--- config.mk ---
export PLATFORM = sky130hd
export DESIGN_NAME = mem_arbiter
export DESIGN_NICKNAME = d
export VERILOG_FILES = /design/src/rtl/mem_arbiter.sv
export SDC_FILE = /design/constraint.sdc
export NUM_CORES = 1
export LEC_CHECK = 0
export ABC_AREA = 1
export CORE_MARGIN = 1
export CORE_UTILIZATION = 30
export CTS_CLUSTER_SIZE = 40
export DETAILED_ROUTE_END_ITERATION = 10
export GPL_TIMING_DRIVEN = 0
export SETUP_SLACK_MARGIN = 0.05
export SLEW_MARGIN = 20
export SYNTH_ARGS = -nofsm -noshare
export SYNTH_HDL_FRONTEND = slang
export SYNTH_SLANG_ARGS = --single-unit
--- constraint.sdc ---
create_clock -name clk -period 1.65 [get_ports clk]
set_input_delay 0.4125 -clock clk [delete_from_list [all_inputs] [get_ports clk]]
set_output_delay 0.4125 -clock clk [all_outputs]
set_load 0.01 [all_outputs]
--- src/rtl/mem_arbiter.sv ---
// mem_arbiter: shares a single-port memory between instruction fetch and load/store,
// D-priority with a streak limit so fetch cannot starve.
module mem_arbiter #(
    parameter int AWIDTH          = 32,
    parameter int DWIDTH          = 32,
    parameter int MAX_DATA_STREAK = 4
) (
    input  logic              clk,
    input  logic              rst,
    input  logic              if_req_i,
    input  logic [AWIDTH-1:0] if_addr_i,
    output logic              if_gnt_o,
    output logic              if_rvalid_o,
    output logic [DWIDTH-1:0] if_rdata_o,
    input  logic              d_req_i,
    input  logic              d_we_i,
    input  logic [AWIDTH-1:0] d_addr_i,
    input  logic [DWIDTH-1:0] d_wdata_i,
    input  logic [2:0]        d_size_i,
    output logic              d_gnt_o,
    output logic              d_rvalid_o,
    output logic [DWIDTH-1:0] d_rdata_o,
    output logic [AWIDTH-1:0] mem_addr_o,
    output logic [DWIDTH-1:0] mem_data_o,
    output logic [2:0]        mem_size_o,
    output logic              mem_read_en_o,
    output logic              mem_write_en_o,
    input  logic [DWIDTH-1:0] mem_data_i
);
    localparam logic [2:0] MEM_WORD = 3'd2;
    localparam int SW = $clog2(MAX_DATA_STREAK + 1);
    localparam logic [SW-1:0] STREAK_MAX = SW'(MAX_DATA_STREAK);

    typedef enum logic [1:0] {IDLE, ACCESS, RESP} state_t;

    state_t            state_q, state_d;
    logic [SW-1:0]     streak_q, streak_d;
    logic              owner_d_q;
    logic              we_q;
    logic [AWIDTH-1:0] addr_q;
    logic [DWIDTH-1:0] wdata_q;
    logic [2:0]        size_q;
    logic [DWIDTH-1:0] if_rdata_q, d_rdata_q;
    logic              can_gnt, if_wins;

    always_comb begin
        // No grant while reset is asserted so every output reads 0 in reset.
        can_gnt  = rst && (state_q != ACCESS);
        if_wins  = if_req_i && (streak_q == STREAK_MAX);
        d_gnt_o  = can_gnt && d_req_i && !if_wins;
        if_gnt_o = can_gnt && if_req_i && !d_gnt_o;
        state_d  = (state_q == ACCESS) ? RESP : (d_gnt_o || if_gnt_o) ? ACCESS : IDLE;
        streak_d = if_gnt_o ? '0 :
                   !d_gnt_o ? streak_q :
                   !if_req_i ? '0 :
                   (streak_q == STREAK_MAX) ? streak_q : streak_q + SW'(1);
    end

    always_ff @(posedge clk or negedge rst) begin
        if (!rst) begin
            state_q  <= IDLE;
            streak_q <= '0;
        end else begin
            state_q  <= state_d;
            streak_q <= streak_d;
        end
    end

    always_ff @(posedge clk or negedge rst) begin
        if (!rst) begin
            owner_d_q  <= 1'b0;
            we_q       <= 1'b0;
            addr_q     <= '0;
            wdata_q    <= '0;
            size_q     <= '0;
            if_rdata_q <= '0;
            d_rdata_q  <= '0;
        end else begin
            if (d_gnt_o) begin
                owner_d_q <= 1'b1;
                we_q      <= d_we_i;
                addr_q    <= d_addr_i;
                wdata_q   <= d_wdata_i;
                size_q    <= d_size_i;
            end else if (if_gnt_o) begin
                owner_d_q <= 1'b0;
                we_q      <= 1'b0;
                addr_q    <= if_addr_i;
                size_q    <= MEM_WORD;
            end
            if (state_q == ACCESS) begin
                if (owner_d_q) d_rdata_q <= we_q ? '0 : mem_data_i;
                else if_rdata_q <= mem_data_i;
            end
        end
    end

    assign mem_addr_o     = addr_q;
    assign mem_data_o     = wdata_q;
    assign mem_size_o     = size_q;
    assign mem_read_en_o  = (state_q == ACCESS) && !we_q;
    assign mem_write_en_o = (state_q == ACCESS) && we_q;
    assign if_rvalid_o    = (state_q == RESP) && !owner_d_q;
    assign d_rvalid_o     = (state_q == RESP) && owner_d_q;
    assign if_rdata_o     = if_rdata_q;
    assign d_rdata_o      = d_rdata_q;
endmodule
==> flow_summary.toml <==
[global_routing]
use_met2 = 0.324
grt_max_degree = 39
grtUsageMet1 = 0.249
gr-total-overflow = 0
grt_pass1_vias = 5577
antenna_found_initial = 0
grt_usage = 0.199
grt_pass1_wl_um = 30500
grt.busiest_layer = "met2"
grtUsageMet3 = 0.0641

[power]
combPwrFrac = 0.302
vdd_ir_drop_max_mv = 0.710
p_seq_frac = 0.381
power_per_cell_area_nw_per_um2 = 1200
p_switching_mw = 3.78
p_int_mw = 8.60
power.share.switching = 0.305
p_leak_nw = 5.33
clkPwrFrac = 0.317

[synth]
synth_top_family_by_area = "simple AND/OR/NAND/NOR gates"
synth_mux_area_frac = 0
synthXorXnorAreaFrac = 0.00150
syn-instance-count = 683
synth-adder-area-share = 0.00427
synth-warning-count = 0
yosysUniqueCellTypes = 22
yosysSeqAreaShare = 0.590
synth-simple-area-share = 0.233
synth.avg_cell_area_um2 = 8.57
synth-compound-area-share = 0.0885
ys_ff_latch = 138
postSynthNetCount = 821
synth_area_um2 = 5850

[floorplanning]
core_um2 = 18900
rows = 50
die-area_um2 = 20100
dieHeight_um = 142
die_w_um = 142
io-pin-count = 273
start_util = 0.310

[routing]
drc = 0
vias = 5689
firstDrtPassIters = 4
drtIter0Drc = 297
wl_per_cell_um = 15.7
drt-total-wl_um = 20200
avgViaCountPerCell = 4.41
ant_nets = 0

[critical_path]
cp_top_family = "flip-flops"
cp-start-kind = "flip-flop"
criticalPathCategory = "flip-flop to output port"
endpoint_kind = "output port"
reg2reg_slack_ns = -0.09
r2r_cells = 11
worstPathCellList = "inv_1 > ha_2 > nand3_4 > nand2_4 > buf_6 > inv_4 > nor2_1 > buf_2"
crit_arrival_ns = 1.60
worst-path-buf-inv = 4
critPathCapture = "if_gnt_o"
critPathLaunch = "streak_q[0]"
worstPathMaxFanout = 2
required_ns = 1.24
critPathMaxStageDelay_ns = 0.37
r2r_start = "streak_q[0]"
r2r-end = "mem_addr_o[28]"
path_depth = 8
cp_slowest_cell = "dfrtp_1"

[clock_tree]
cts_tree = "done"
h-tree-depth = 4
numCtsBuffers = 17
cts.reportedPaths.clkPinSlew_ns = 0.06
ctsRootBufferMaster = "clkbuf_16"
clk_latency_ns = 0.42
clk_path_buf_depth = 2
clock-sinks = 138

[sta]
max_slew_margin = 0.413
max_freq_mhz = 497
rsz0062_at_grt = "yes"
setup_viol = 42
finalClockSkew_ns = 0.00859
timing.final.ws_setup_ns = -0.361
min_period_over_period = 1.22
fin_crit_ns = 2.01
hold_violations = 0
worst_slew_pin_slew_ns = 0.877
slew_viol_final = 0

[placed_design]
post-place-ws_ns = -1.57
hpwl_um = 13400
placedCellCount = 1215
gp_congestion = 0.780
port_buffers = 271

[run_status]
violations = "negative setup slack"
status = "finished with violations"

[min_path]
hold_path_class = "input pin to async pin"

[final_layout]
final_cell_count_no_fill = 1291
areaGrowthSynthToFinish_pct = 76.5
nFillCells = 1812
final_cell_mix = "253 x nand2_1, 137 x dfrtp_1, 133 x clkdlybuf4s50_1, 131 x dlygate4sd2_1, 75 x o21ai_0"
multi_input_area_um2 = 2050
n_antenna_cell = 0
final_common_cell = "nand2_1"
nets = 1157
register_area_um2 = 3450
post-route-util = 0.547
drive_gt1_frac = 0.160

[run]
drv_cap = 0
## state kept, by name (all words and copies together) (netlist names)
signal,cells
streak_q,3
mem_data_o,32
mem_size_o,3
if_rdata_o,32
owner_d_q,1
we_q,1
d_rdata_o,32
state_q,2
mem_addr_o,32
## synth_stat cells (all sizes together)
| master | n | area (µm²) |
|---|---|---|
| nor2 | 4 | 30.0 |
| xnor2 | 1 | 8.76 |
| nand2 | 279 | 1060 |
| clkbuf | 13 | 48.8 |
| nand3 | 21 | 110 |
| o211ai | 1 | 12.5 |
| nor3 | 2 | 10.0 |
| nand4 | 24 | 150 |
| inv | 67 | 251 |
| o21ai | 101 | 505 |
| dfrtp | 138 | 3450 |
| buf | 30 | 186 |
| ha | 2 | 25.0 |
## worst register-to-register path, cell delays in order (launching register included)
cell and delay, ns:
dfrtp_1 0.37, inv_1 0.06, ha_2 0.19, nand3_4 0.09
buf_4 0.14, buf_4 0.12, nand4_1 0.12, buf_6 0.21
clkbuf_16 0.17, nand2_1 0.04, nand2_1 0.06, nand2_1 0.05
## per-layer routing
metal  vias up  part of all wire
met3        25             0.069
met5         -                 0
li1       2820                 -
met2       178              0.47
met4         0             0.019
met1      2666              0.44
## final cells by class
class	count	area share
Buffer	43	0.0366
Clock buffer	21	0.0446
Clock inverter	10	0.0139
Inverter	67	0.0248
Multi-Input combinational cell	435	0.198
Sequential cell	138	0.334
Tap cell	260	0.0315
Timing Repair Buffer	317	0.316
## what timing repair did
action                                  4_1_cts  5_1_grt
hold endpoints to repair                     63        0
gates cloned                                  3       10
hold buffers                                  4        0
gates resized for setup                     188      106
pin swaps                                     3        8
setup buffers                                14       14
endpoints found under the setup margin      210      103
## worst min-delay path by stage
stage,end
finish,mem_addr_o[17]
detailed placement,mem_data_o[31]
floorplan,d_rdata_o[0]
CTS,mem_data_o[13]
global placement,mem_data_o[17]
global route,mem_data_o[8]
## kinds of logic after synthesis
kind of cell | Yosys count
AO/OA/AOI/OAI | 102
XOR/XNOR | 1
adder cells (fa/ha/maj) | 2
buffers and inverters | 110
flip-flops | 138
AND/OR/NAND/NOR | 330
## metrics by stage
stage               total power [mW]  hold slack [ns]  setup TNS [ns]  area (µm²)
floorplan                       6.19            0.117               0        5850
global placement                8.78            0.453        -1234.16        8890
detailed placement              8.81            0.395          -62.44        8920
CTS                             12.3           0.0409          -0.881        9720
global route                    13.1           0.0423           -6.98       10300
finish                          12.4           0.0476           -2.54       10300
## power groups by stage
stage          registers (mW)  logic [mW]  clock network, mW
2_1_floorplan            5.20       0.992                  0
3_3_place_gp             4.78        4.00                  0
3_5_place_dp             4.79        4.02                  0
4_1_cts                  4.72        3.56               4.01
5_1_grt                  4.85        4.12               4.15
6_report                 4.72        3.74               3.92
Power figures use the tool's default switching activity.
